`src/rtl/tage_update_ctrl_pkg.sv`:
```
// Shared constants and FSM encodings for the TAGE bank update controller.
// The ATTE state exists only when TAGE_ATTE_EN is defined.
package tage_update_ctrl_pkg;

  // Inactive and active levels for strobes and enables.
  localparam logic AbleValue   = 1'b0;
  localparam logic EnableValue = 1'b1;

`ifdef TAGE_ATTE_EN
  typedef enum logic [1:0] {
    StIdle  = 2'd0,
    StWrite = 2'd1,
    StAtte  = 2'd2
  } state_e;
`else
  typedef enum logic [0:0] {
    StIdle  = 1'b0,
    StWrite = 1'b1
  } state_e;
`endif

endpackage

```
`src/rtl/tage_update_ctrl_if.sv`:
```
// Update-request and bank-write bundle for the TAGE update controller.
interface tage_update_ctrl_if #(
  parameter int unsigned TDPW      = 7,
  parameter int unsigned TWIDE     = 9,
  parameter int unsigned COUNTWIDE = 2
);
  logic                       Flush;
  logic                       UpValid;
  logic                       UpReady;
  logic [TDPW-1:0]            UpAddr;
  logic [TWIDE-1:0]           UpTagPt;
  logic                       UpTaken;
  logic                       Wen;
  logic [TDPW-1:0]            Waddr;
  logic [TWIDE+COUNTWIDE-1:0] Din;
  logic                       Atte;

  modport master (
    output Flush, UpValid, UpAddr, UpTagPt, UpTaken,
    input  UpReady, Wen, Waddr, Din, Atte
  );

  modport slave (
    input  Flush, UpValid, UpAddr, UpTagPt, UpTaken,
    output UpReady, Wen, Waddr, Din, Atte
  );
endinterface

```
`src/rtl/tage_update_fifo.sv`:
```
// Small synchronous FIFO holding pending bank updates. Flush wins over push/pop.
// full_next exposes next-cycle fullness so the ready flag can be registered.
module tage_update_fifo #(
  parameter int unsigned Width = 16,
  parameter int unsigned Depth = 4
) (
  input  logic             clk,
  input  logic             rst_n,
  input  logic             flush,
  input  logic             push,
  input  logic             pop,
  input  logic [Width-1:0] wdata,
  output logic [Width-1:0] rdata,
  output logic             full,
  output logic             empty,
  output logic             full_next
);
  localparam int unsigned PtrW = (Depth > 1) ? $clog2(Depth) : 1;
  localparam int unsigned CntW = $clog2(Depth) + 1;
  localparam logic [PtrW-1:0] LastPtr = PtrW'(Depth - 1);
  localparam logic [CntW-1:0] FullCnt = CntW'(Depth);

  logic [Width-1:0] mem_q [Depth];
  logic [PtrW-1:0]  wr_ptr_q, wr_ptr_d;
  logic [PtrW-1:0]  rd_ptr_q, rd_ptr_d;
  logic [CntW-1:0]  cnt_q, cnt_d;
  logic             do_push, do_pop;

  assign empty   = (cnt_q == '0);
  assign full    = (cnt_q == FullCnt);
  assign do_push = push & ~full & ~flush;
  assign do_pop  = pop & ~empty & ~flush;
  assign rdata   = mem_q[rd_ptr_q];

  // Pointer and occupancy next state; pointers wrap modulo Depth.
  always_comb begin
    wr_ptr_d = wr_ptr_q;
    rd_ptr_d = rd_ptr_q;
    cnt_d    = cnt_q;
    if (flush) begin
      wr_ptr_d = '0;
      rd_ptr_d = '0;
      cnt_d    = '0;
    end else begin
      if (do_push) wr_ptr_d = (wr_ptr_q == LastPtr) ? '0 : wr_ptr_q + 1'b1;
      if (do_pop)  rd_ptr_d = (rd_ptr_q == LastPtr) ? '0 : rd_ptr_q + 1'b1;
      case ({do_push, do_pop})
        2'b10:   cnt_d = cnt_q + 1'b1;
        2'b01:   cnt_d = cnt_q - 1'b1;
        default: cnt_d = cnt_q;
      endcase
    end
  end

  assign full_next = (cnt_d == FullCnt);

  // Pointer and occupancy registers.
  always_ff @(posedge clk or negedge rst_n) begin
    if (!rst_n) begin
      wr_ptr_q <= '0;
      rd_ptr_q <= '0;
      cnt_q    <= '0;
    end else begin
      wr_ptr_q <= wr_ptr_d;
      rd_ptr_q <= rd_ptr_d;
      cnt_q    <= cnt_d;
    end
  end

  // Entry storage; contents are don't-care while the occupancy says empty.
  always_ff @(posedge clk) begin
    if (do_push) mem_q[wr_ptr_q] <= wdata;
  end

endmodule

```
`src/rtl/tage_update_ctrl.sv`:
```
// TAGE bank update controller: queues resolved-branch updates and streams them
// to the bank write port one per cycle, with registered outputs.
// Build option TAGE_ATTE_EN: every 2^ATTEPW writes, insert one Atte cycle that
// stalls the write stream. Undefined: Atte is tied low and writes never stall.
module tage_update_ctrl
  import tage_update_ctrl_pkg::*;
#(
  parameter int unsigned TDPW      = 7,
  parameter int unsigned TWIDE     = 9,
  parameter int unsigned COUNTWIDE = 2,
  parameter int unsigned FDEEP     = 4,
  parameter int unsigned ATTEPW    = 8
) (
  input logic              Clk,
  input logic              Rest,
  tage_update_ctrl_if.slave up
);
  // Entry = {addr, tag/pointer upper bits, taken}; the low TWIDE bits are the Din payload.
  localparam int unsigned EntW = TDPW + TWIDE;
  localparam int unsigned DinW = TWIDE + COUNTWIDE;

  state_e            state_q, state_d;
  logic              accept, avail, take;
  logic              fifo_push, fifo_pop, fifo_full, fifo_empty, fifo_full_next;
  logic [EntW-1:0]   in_ent, fifo_ent, head_ent;
  logic              ready_q;
  logic              wen_q, wen_d;
  logic [TDPW-1:0]   waddr_q, waddr_d;
  logic [DinW-1:0]   din_q, din_d;
  logic              unused_tag0;

  assign unused_tag0 = up.UpTagPt[0];

  assign accept   = up.UpValid & ready_q & ~up.Flush;
  assign in_ent   = {up.UpAddr, up.UpTagPt[TWIDE-1:1], up.UpTaken};
  // An empty FIFO lets a just-accepted update go straight to the write registers.
  assign avail    = ~fifo_empty | accept;
  assign head_ent = fifo_empty ? in_ent : fifo_ent;
  assign take     = (state_d == StWrite);

  assign fifo_pop  = take & ~fifo_empty;
  assign fifo_push = accept & ~fifo_full & ~(take & fifo_empty);

  tage_update_fifo #(
    .Width (EntW),
    .Depth (FDEEP)
  ) u_fifo (
    .clk       (Clk),
    .rst_n     (Rest),
    .flush     (up.Flush),
    .push      (fifo_push),
    .pop       (fifo_pop),
    .wdata     (in_ent),
    .rdata     (fifo_ent),
    .full      (fifo_full),
    .empty     (fifo_empty),
    .full_next (fifo_full_next)
  );

`ifdef TAGE_ATTE_EN
  logic [ATTEPW-1:0] acnt_q;
  logic              atte_q, atte_d;
  logic              wrap;

  assign wrap = (state_q == StWrite) && (acnt_q == '1);

  // Write counter: advances on every cycle that carries a bank write.
  always_ff @(posedge Clk or negedge Rest) begin
    if (!Rest) begin
      acnt_q <= '0;
    end else if (state_q == StWrite) begin
      acnt_q <= acnt_q + 1'b1;
    end
  end
`else
  localparam int unsigned unused_attepw = ATTEPW;
`endif

  // State register.
  always_ff @(posedge Clk or negedge Rest) begin
    if (!Rest) begin
      state_q <= StIdle;
    end else begin
      state_q <= state_d;
    end
  end

  // Next state: write whenever something is pending unless flushed or attenuating.
  always_comb begin
    state_d = StIdle;
    case (state_q)
      StIdle: begin
        state_d = (avail && !up.Flush) ? StWrite : StIdle;
      end
      StWrite: begin
        state_d = (avail && !up.Flush) ? StWrite : StIdle;
`ifdef TAGE_ATTE_EN
        // The counter wrap still earns its Atte cycle even under Flush.
        if (wrap) state_d = StAtte;
`endif
      end
`ifdef TAGE_ATTE_EN
      StAtte: begin
        state_d = (avail && !up.Flush) ? StWrite : StIdle;
      end
`endif
      default: state_d = StIdle;
    endcase
  end

  // Output next values; address and data hold whenever no write is issued.
  always_comb begin
    wen_d   = AbleValue;
    waddr_d = waddr_q;
    din_d   = din_q;
    if (take) begin
      wen_d   = EnableValue;
      waddr_d = head_ent[EntW-1 -: TDPW];
      din_d   = {{COUNTWIDE{1'b0}}, head_ent[TWIDE-1:0]};
    end
`ifdef TAGE_ATTE_EN
    atte_d = (state_d == StAtte) ? EnableValue : AbleValue;
`endif
  end

  // Output registers; UpReady reflects next-cycle occupancy so it is not a comb path.
  always_ff @(posedge Clk or negedge Rest) begin
    if (!Rest) begin
      wen_q   <= AbleValue;
      waddr_q <= '0;
      din_q   <= '0;
      ready_q <= AbleValue;
`ifdef TAGE_ATTE_EN
      atte_q  <= AbleValue;
`endif
    end else begin
      wen_q   <= wen_d;
      waddr_q <= waddr_d;
      din_q   <= din_d;
      ready_q <= ~fifo_full_next;
`ifdef TAGE_ATTE_EN
      atte_q  <= atte_d;
`endif
    end
  end

  assign up.UpReady = ready_q;
  assign up.Wen     = wen_q;
  assign up.Waddr   = waddr_q;
  assign up.Din     = din_q;
`ifdef TAGE_ATTE_EN
  assign up.Atte    = atte_q;
`else
  assign up.Atte    = AbleValue;
`endif

endmodule

```
`src/flat_wrapper.sv`:
```
// flat-port wrapper written by rule: the top's interface ports become plain ports
module tage_update_ctrl_flat import tage_update_ctrl_pkg::*;
#(
  parameter int unsigned TDPW      = 7,
  parameter int unsigned TWIDE     = 9,
  parameter int unsigned COUNTWIDE = 2,
  parameter int unsigned FDEEP     = 4,
  parameter int unsigned ATTEPW    = 8
)
  (Clk, Rest, up_Flush, up_UpValid, up_UpAddr, up_UpTagPt, up_UpTaken, up_UpReady, up_Wen, up_Waddr, up_Din, up_Atte);
  tage_update_ctrl_if #(.TDPW(TDPW), .TWIDE(TWIDE), .COUNTWIDE(COUNTWIDE)) up_i ();
  input logic Clk;
  input logic Rest;
  input wire logic [$bits(up_i.Flush)-1:0] up_Flush;
  input wire logic [$bits(up_i.UpValid)-1:0] up_UpValid;
  input wire logic [$bits(up_i.UpAddr)-1:0] up_UpAddr;
  input wire logic [$bits(up_i.UpTagPt)-1:0] up_UpTagPt;
  input wire logic [$bits(up_i.UpTaken)-1:0] up_UpTaken;
  output wire logic [$bits(up_i.UpReady)-1:0] up_UpReady;
  output wire logic [$bits(up_i.Wen)-1:0] up_Wen;
  output wire logic [$bits(up_i.Waddr)-1:0] up_Waddr;
  output wire logic [$bits(up_i.Din)-1:0] up_Din;
  output wire logic [$bits(up_i.Atte)-1:0] up_Atte;
  assign up_i.Flush = up_Flush;
  assign up_i.UpValid = up_UpValid;
  assign up_i.UpAddr = up_UpAddr;
  assign up_i.UpTagPt = up_UpTagPt;
  assign up_i.UpTaken = up_UpTaken;
  assign up_UpReady = up_i.UpReady;
  assign up_Wen = up_i.Wen;
  assign up_Waddr = up_i.Waddr;
  assign up_Din = up_i.Din;
  assign up_Atte = up_i.Atte;
  tage_update_ctrl #(.TDPW(TDPW), .TWIDE(TWIDE), .COUNTWIDE(COUNTWIDE), .FDEEP(FDEEP), .ATTEPW(ATTEPW)) u_core (.Clk(Clk), .Rest(Rest), .up(up_i));
endmodule
```
`config.mk`:
```
export PLATFORM = sky130hd
export DESIGN_NAME = tage_update_ctrl_flat
export DESIGN_NICKNAME = d
export VERILOG_FILES = /design/src/rtl/tage_update_ctrl_pkg.sv /design/src/rtl/tage_update_ctrl_if.sv /design/src/rtl/tage_update_fifo.sv /design/src/rtl/tage_update_ctrl.sv /design/src/flat_wrapper.sv
export SDC_FILE = /design/constraint.sdc
export NUM_CORES = 1
export LEC_CHECK = 0
export CAP_MARGIN = 20
export CORE_MARGIN = 4
export CORE_UTILIZATION = 45
export CTS_CLUSTER_DIAMETER = 150
export DETAILED_ROUTE_END_ITERATION = 10
export MAX_ROUTING_LAYER = met4
export PLACE_DENSITY_LB_ADDON = 0.15
export RECOVER_POWER = 25
export SYNTH_ARGS = -nofsm -noshare
export SYNTH_HDL_FRONTEND = slang
export SYNTH_HIERARCHICAL = 1
export SYNTH_SLANG_ARGS = --single-unit
```
`constraint.sdc`:
```
create_clock -name Clk -period 4.2 [get_ports Clk]
set_clock_uncertainty 0.15 [all_clocks]
set_input_delay 0.42 -clock Clk [delete_from_list [all_inputs] [get_ports Clk]]
set_output_delay 0.42 -clock Clk [all_outputs]
set_load 0.005 [all_outputs]
```
[After elaboration in Yosys (flattened, before gate mapping)]
Memory sizes are Yosys's and may differ from the RTL's.
Cells that the tools add are included.
Operators by class
  multiply operators: 0
  bitwise logic cells: 16
  shift operators: 0
  equality and inequality tests: 6
  div/mod/pow operators: 0
  multiplexer cells: 13
  $add $sub $neg: 4
  reductions and logical operators: 5
  order comparisons: 0
Operator list (count)
  $mux 16: 1
  $mux 2: 6
  $and 1x1->1: 10
  $eq 2x2->1 const B: 3
  $eq 3x3->1 const B: 2
  $pmux 3 s2: 1
  $not 1->1: 5
  $add 2x1->2 const B: 2
  $mux 1: 4
  $reduce_bool 2->1: 2
  $add 3x1->3 const B: 1
  $logic_not 3->1: 1
  $mux 3: 1
  $sub 3x1->3 const B: 1
  $eq 2x1->1 const B: 1
  $logic_and 1x1->1: 1
  $logic_not 1->1: 1
  $or 1x1->1: 1
Storage, ports and cells
  word-level logic and storage cells: 52
  memory bits (read-only): 0
  bits in registers: 25
  output and inout bits: 21
  bits in latches: 0
  memories: 1
  memory bits (writable): 64
  input bits: 21
Memory list
  u_core.u_fifo.mem_q: depth 4, bits a word 16, rd ports 1, clocked after Yosys merged registers in 0, wr ports 1, line tage_update_fifo.sv:23  | logic [Width-1:0] mem_q [Depth];

[Longest topological paths before layout]
  depth in word-level cells: 15
  mapped depth: 13
  depth with buffers taken out: 11

[Cells and area by module]
Netlist, hierarchy kept.
By module, submodules not included
  tage_update_fifo: seq. area each 2097.0 um2, cells an instance 132, area each 2797.7 um2, times used 1
  tage_update_ctrl: seq. area each 450.4 um2, cells an instance 62, area each 973.4 um2, times used 1

[Worst setup path before layout]
OpenSTA, ideal clock, no wires.
  path type: reg-to-reg
  start point: register u_core.u_fifo.cnt_q[0]
  end point: register u_core.ready_q (netlist: u_core/up.UpReady)
  buffers on the path: 2
  data required time: 3923 ps
  clock period less this slack: 3332 ps
  library setup time: 127 ps
  arrival: 3055 ps
  stages on the path, launching flop included: 14
  path slack: 868 ps
  cells stage by stage: dfrtp_1 > nor3_1 > buf_6 > buf_12 > nor4_1 > inv_1 > nor3_1 > inv_1 > ha_1 > fa_1 > xnor2_1 > or3_4 > a2111oi_2 > inv_1
Between the ends
  longest elaborated chain between the ends: 15
  elaborated cells between the ends (all ways): 24
  those cells by class: add/sub: 2; eq/ne: 4; mux: 3; bitwise: 13; reduce/logical: 2
Ends and longest elaborated chain
  start: declaration: line tage_update_fifo.sv:26  | logic [CntW-1:0] cnt_q, cnt_d;
  start signal: assignment: line tage_update_fifo.sv:66  | cnt_q <= cnt_d;
  $logic_not 3->1 (*): line tage_update_fifo.sv:29  | assign empty = (cnt_q == '0);
  named net u_core.fifo_empty: line tage_update_ctrl.sv:24  | logic fifo_push, fifo_pop, fifo_full, fifo_empty, fifo_full_next;
  $not 1->1: line tage_update_ctrl.sv:37  | assign avail = ~fifo_empty | accept;
  $or 1x1->1: line tage_update_ctrl.sv:37
  $logic_and 1x1->1: line tage_update_ctrl.sv:93, tage_update_ctrl.sv:96
  $mux 1: line tage_update_ctrl.sv:93, tage_update_ctrl.sv:96
  $and 1x1->1 (*): line tage_update_ctrl.sv:42  | assign fifo_push = accept & ~fifo_full & ~(take & fifo_empty);
  $not 1->1 (*): line tage_update_ctrl.sv:42
  $and 1x1->1 (*): line tage_update_ctrl.sv:42
  named net u_core.fifo_push: line tage_update_ctrl.sv:24
  $and 1x1->1 (*) (2 in a row): line tage_update_fifo.sv:31  | assign do_push = push & ~full & ~flush;
  $eq 2x1->1 or $eq 2x2->1 (tied branches): line tage_update_fifo.sv:47  | case ({do_push, do_pop})
  $pmux 3 s2 (*): line tage_update_fifo.sv:47
  $mux 3 (*): line tage_update_fifo.sv:40  | if (flush) begin
  $eq 3x3->1 (*): line tage_update_fifo.sv:55  | assign full_next = (cnt_d == FullCnt);
  named net u_core.fifo_full_next: line tage_update_ctrl.sv:24
  $not 1->1 (*): line tage_update_ctrl.sv:140  | ready_q <= ~fifo_full_next;
  end signal: assignment: line tage_update_ctrl.sv:132  | ready_q <= AbleValue;
  end signal: assignment: line tage_update_ctrl.sv:140
  end: declaration: line tage_update_ctrl.sv:26  | logic ready_q;
The timed path passes the listed nets; every way through them passes the cells marked *.
A chain may end at the register's enable or synchronous reset.

[Worst setup path after layout]
Ends and elaborated chain as after synthesis.

==> metrics.txt <==
CTS tree done; number of setup buffers added after CTS 0; drt first-iter violations 79; CTS buffer count 9; Crit. End Element register; Post-Synth XOR/XNOR Area 0.464%; layout cells sized above 1 30.9%; port bufs 37; cell area after synthesis 3770 sq um; Sink Count 89; Reg power frac 57.5%; Gate power share 7.6%; first-pass GRT wire length 10300 um; drt drc 0; Slew HR -1.44%; worst slew pin tran 1.52 ns; post-synthesis mux area share 21.2%; clock group share of total power 34.9%; compound-cell area share of the yosys netlist 2.09%; Finished Cell Area 4450 sq um; Routed Antenna Nets 0; final hold violations 0; gr ovfl total 0; sequential share of the synthesized area 67.6%; nets 269; Hold Crit Class reg -> reg; Max Buffers Root-to-Sink 2; row count 33; PD cells 382 nW/um^2; Syn Area/Cell 19.4 sq um; number of synthesized register bits 89; worst hold margin 0.348 ns; yosys warns 6; Die Ht 99.5 um; Fill cells 653; DP HPWL 3970 um; TNS Setup 0 ns; number of global-route vias before repair 1922; Tot Pwr 1.70 mW; Internal 1.33 mW; diode count 0; status finished, violations left; Area contributors post-synth edfxtp_1 51%, dfrtp_1 17%, mux4_2 9.6%; Post-CTS Resized 0; simple-gate area share of the yosys netlist 2.95%; dpl cells 335; htree depth 3; RSZ-0062 raised after global routing no; area share of the largest cell type after synthesis 51.0%; total track usage 14.4%; R2R cell count 11; Max Cap Viol 1; Yosys cell types 32; Clock transition at path regs 0.09 ns; final setup vio count 0; Slew Limit Fails 26; period utilisation layout 83.7%; hold path depth 1; CTS root buf clkbuf_8; Critical Path RT 4.28 ns; die width 99.5 um; die area 9910 sq um; Pleak 1.60 nW; core area 8180 sq um; failing checks capacitance limit, slew limit; largest area contributor in the netlist edfxtp_1; largest family of logic cells by synthesized area multiplexers; crit path DAT 3.60 ns; Final Non-Filler Cells 351; via count 1820; Clock Latency Late Sink 0.35 ns; sw frac 21.4%; crit path max fanout 9; maximum vdd drop 0.190 mV; GP Congestion 0.717; startpoint types register; Area Growth Syn to Fin 17.9%; achievable frequency 285 MHz; WL per Instance 17.8 um; Synth Instances 194; CP Class reg -> reg; area post-placement 4250 sq um; hold buffer count at cts 0; final WL 6250 um; largest net degree at the start of global routing 26; Starting Density 46.1%; DR vias/cell 5.19; Adder-Cell Fraction of Synth Area 2.52%; IO Pins 42; Tmin final 3.51 ns; 1st-pass router iterations 4; net switching power 0.363 mW; initial antenna violation count 0
-- layer usage --
metal  vias up  routed length [um]  global-route usage, %  part of all wire [%]
li1        844                   -                      -                     -
met1       924                2870                   18.8                    46
met2        42                3000                   21.8                    48
met3        10                 261                   3.37                   4.2
met4         0                 113                   5.99                   1.8
met5         -                   0                      -                     0
-- synth_stat cells, drive strengths merged --
cell type	number
xor2	1
nor4	1
nor3	2
inv	5
a21oi	5
mux2i	2
nor3b	1
fa	1
ha	6
mux2	32
or3	3
and2	4
o31ai	1
mux4	16
conb	1
clkbuf	1
xnor2	1
dfrtp	25
nand3b	1
a2111oi	1
o21ai	3
nor2	5
buf	10
edfxtp	64
nand2	2
-- power groups by stage --
| stage | Sequential (mW) | Combinational (mW) | Clock, mW |
|---|---|---|---|
| floorplan | 0.998 | 0.0462 | 0 |
| global placement | 0.995 | 0.131 | 0 |
| detailed placement | 0.996 | 0.133 | 0 |
| CTS | 0.977 | 0.134 | 0.613 |
| global route | 0.980 | 0.139 | 0.657 |
| finish | 0.976 | 0.129 | 0.592 |
-- layout by cell type (no fill, tap or decap), drive strengths merged --
cell	instances
or3	3
dfrtp	25
nand2	2
buf	7
dlygate4sd3	8
mux2i	2
clkbuf	10
mux2	32
a21oi	5
clkdlybuf4s50	29
mux4	16
xor2	1
a2111oi	1
bufinv	1
o21ai	3
ha	6
inv	8
fa	1
nor3b	1
nor2	5
nand3b	1
xnor2	1
nor3	2
clkinv	3
edfxtp	64
conb	3
nor4	1
and2	4
o31ai	1
-- worst max-delay path, cell delays in order, from the launching register on --
cell and delay (ns):
dfrtp_1 0.50, nor3_2 0.19, nor4_1 0.42, inv_1 0.14, nor3_1 0.38, inv_1 0.09, ha_1 0.23, fa_1 0.39
xnor2_1 0.15, or3_4 0.34, a2111oi_2 0.35, inv_1 0.06
-- through the flow --
step / utilization (%) / setup slack, ns
finish: 54.4 / 0.687
global route: 54.4 / 0.378
CTS: 54.4 / 0.649
detailed placement: 52.0 / 0.514
global placement: 52.0 / 0.576
floorplan: - / 0.868
-- sequential cells by signal (all words and copies together) (netlist names) --
signal / count
u_core/u_fifo/rd_ptr_q: 2
u_core/up.Wen: 1
u_core/up.Waddr: 7
u_core/up.Din: 9
u_core/up.UpReady: 1
u_core/u_fifo/mem_q: 64
u_core/u_fifo/cnt_q: 3
u_core/u_fifo/wr_ptr_q: 2
-- cells by family (layout without fill, tap and decap cells) --
logic type	after synthesis	in the layout
multiplexers	50	50
flip-flops	89	89
AND/OR/NAND/NOR	19	19
other	1	3
buffers and inverters	16	66
AO/OA/AOI/OAI	10	10
XOR/XNOR	2	2
adder cells (fa/ha/maj)	7	7
-- final cells by class --
| type | count | area (sq um) | share of cell area, % |
|---|---|---|---|
| inverters | 5 | 18.8 | 0.422 |
| multi-input cells | 91 | 1120 | 25.2 |
| clock inverters | 7 | 77.6 | 1.75 |
| clock buffers | 9 | 124 | 2.79 |
| well taps | 105 | 131 | 2.96 |
| flip-flops and latches | 89 | 2550 | 57.3 |
| repair buffers | 45 | 427 | 9.60 |
-- final timing paths --
path                                        startpoint  slack, ns                     end
worst max-delay path            u_core/u_fifo/cnt_q[0]       0.69       u_core/up.UpReady
worst min-delay path                  u_core/up.Din[4]       0.35        u_core/up.Din[4]
worst max register to register  u_core/u_fifo/cnt_q[0]       0.69       u_core/up.UpReady
worst min register to register        u_core/up.Din[4]       0.35        u_core/up.Din[4]
max in group asynchronous                         Rest       2.19  u_core/u_fifo/cnt_q[0]
min in group asynchronous                         Rest       0.81      u_core/up.Waddr[1]
Power figures use the tool's default switching activity.
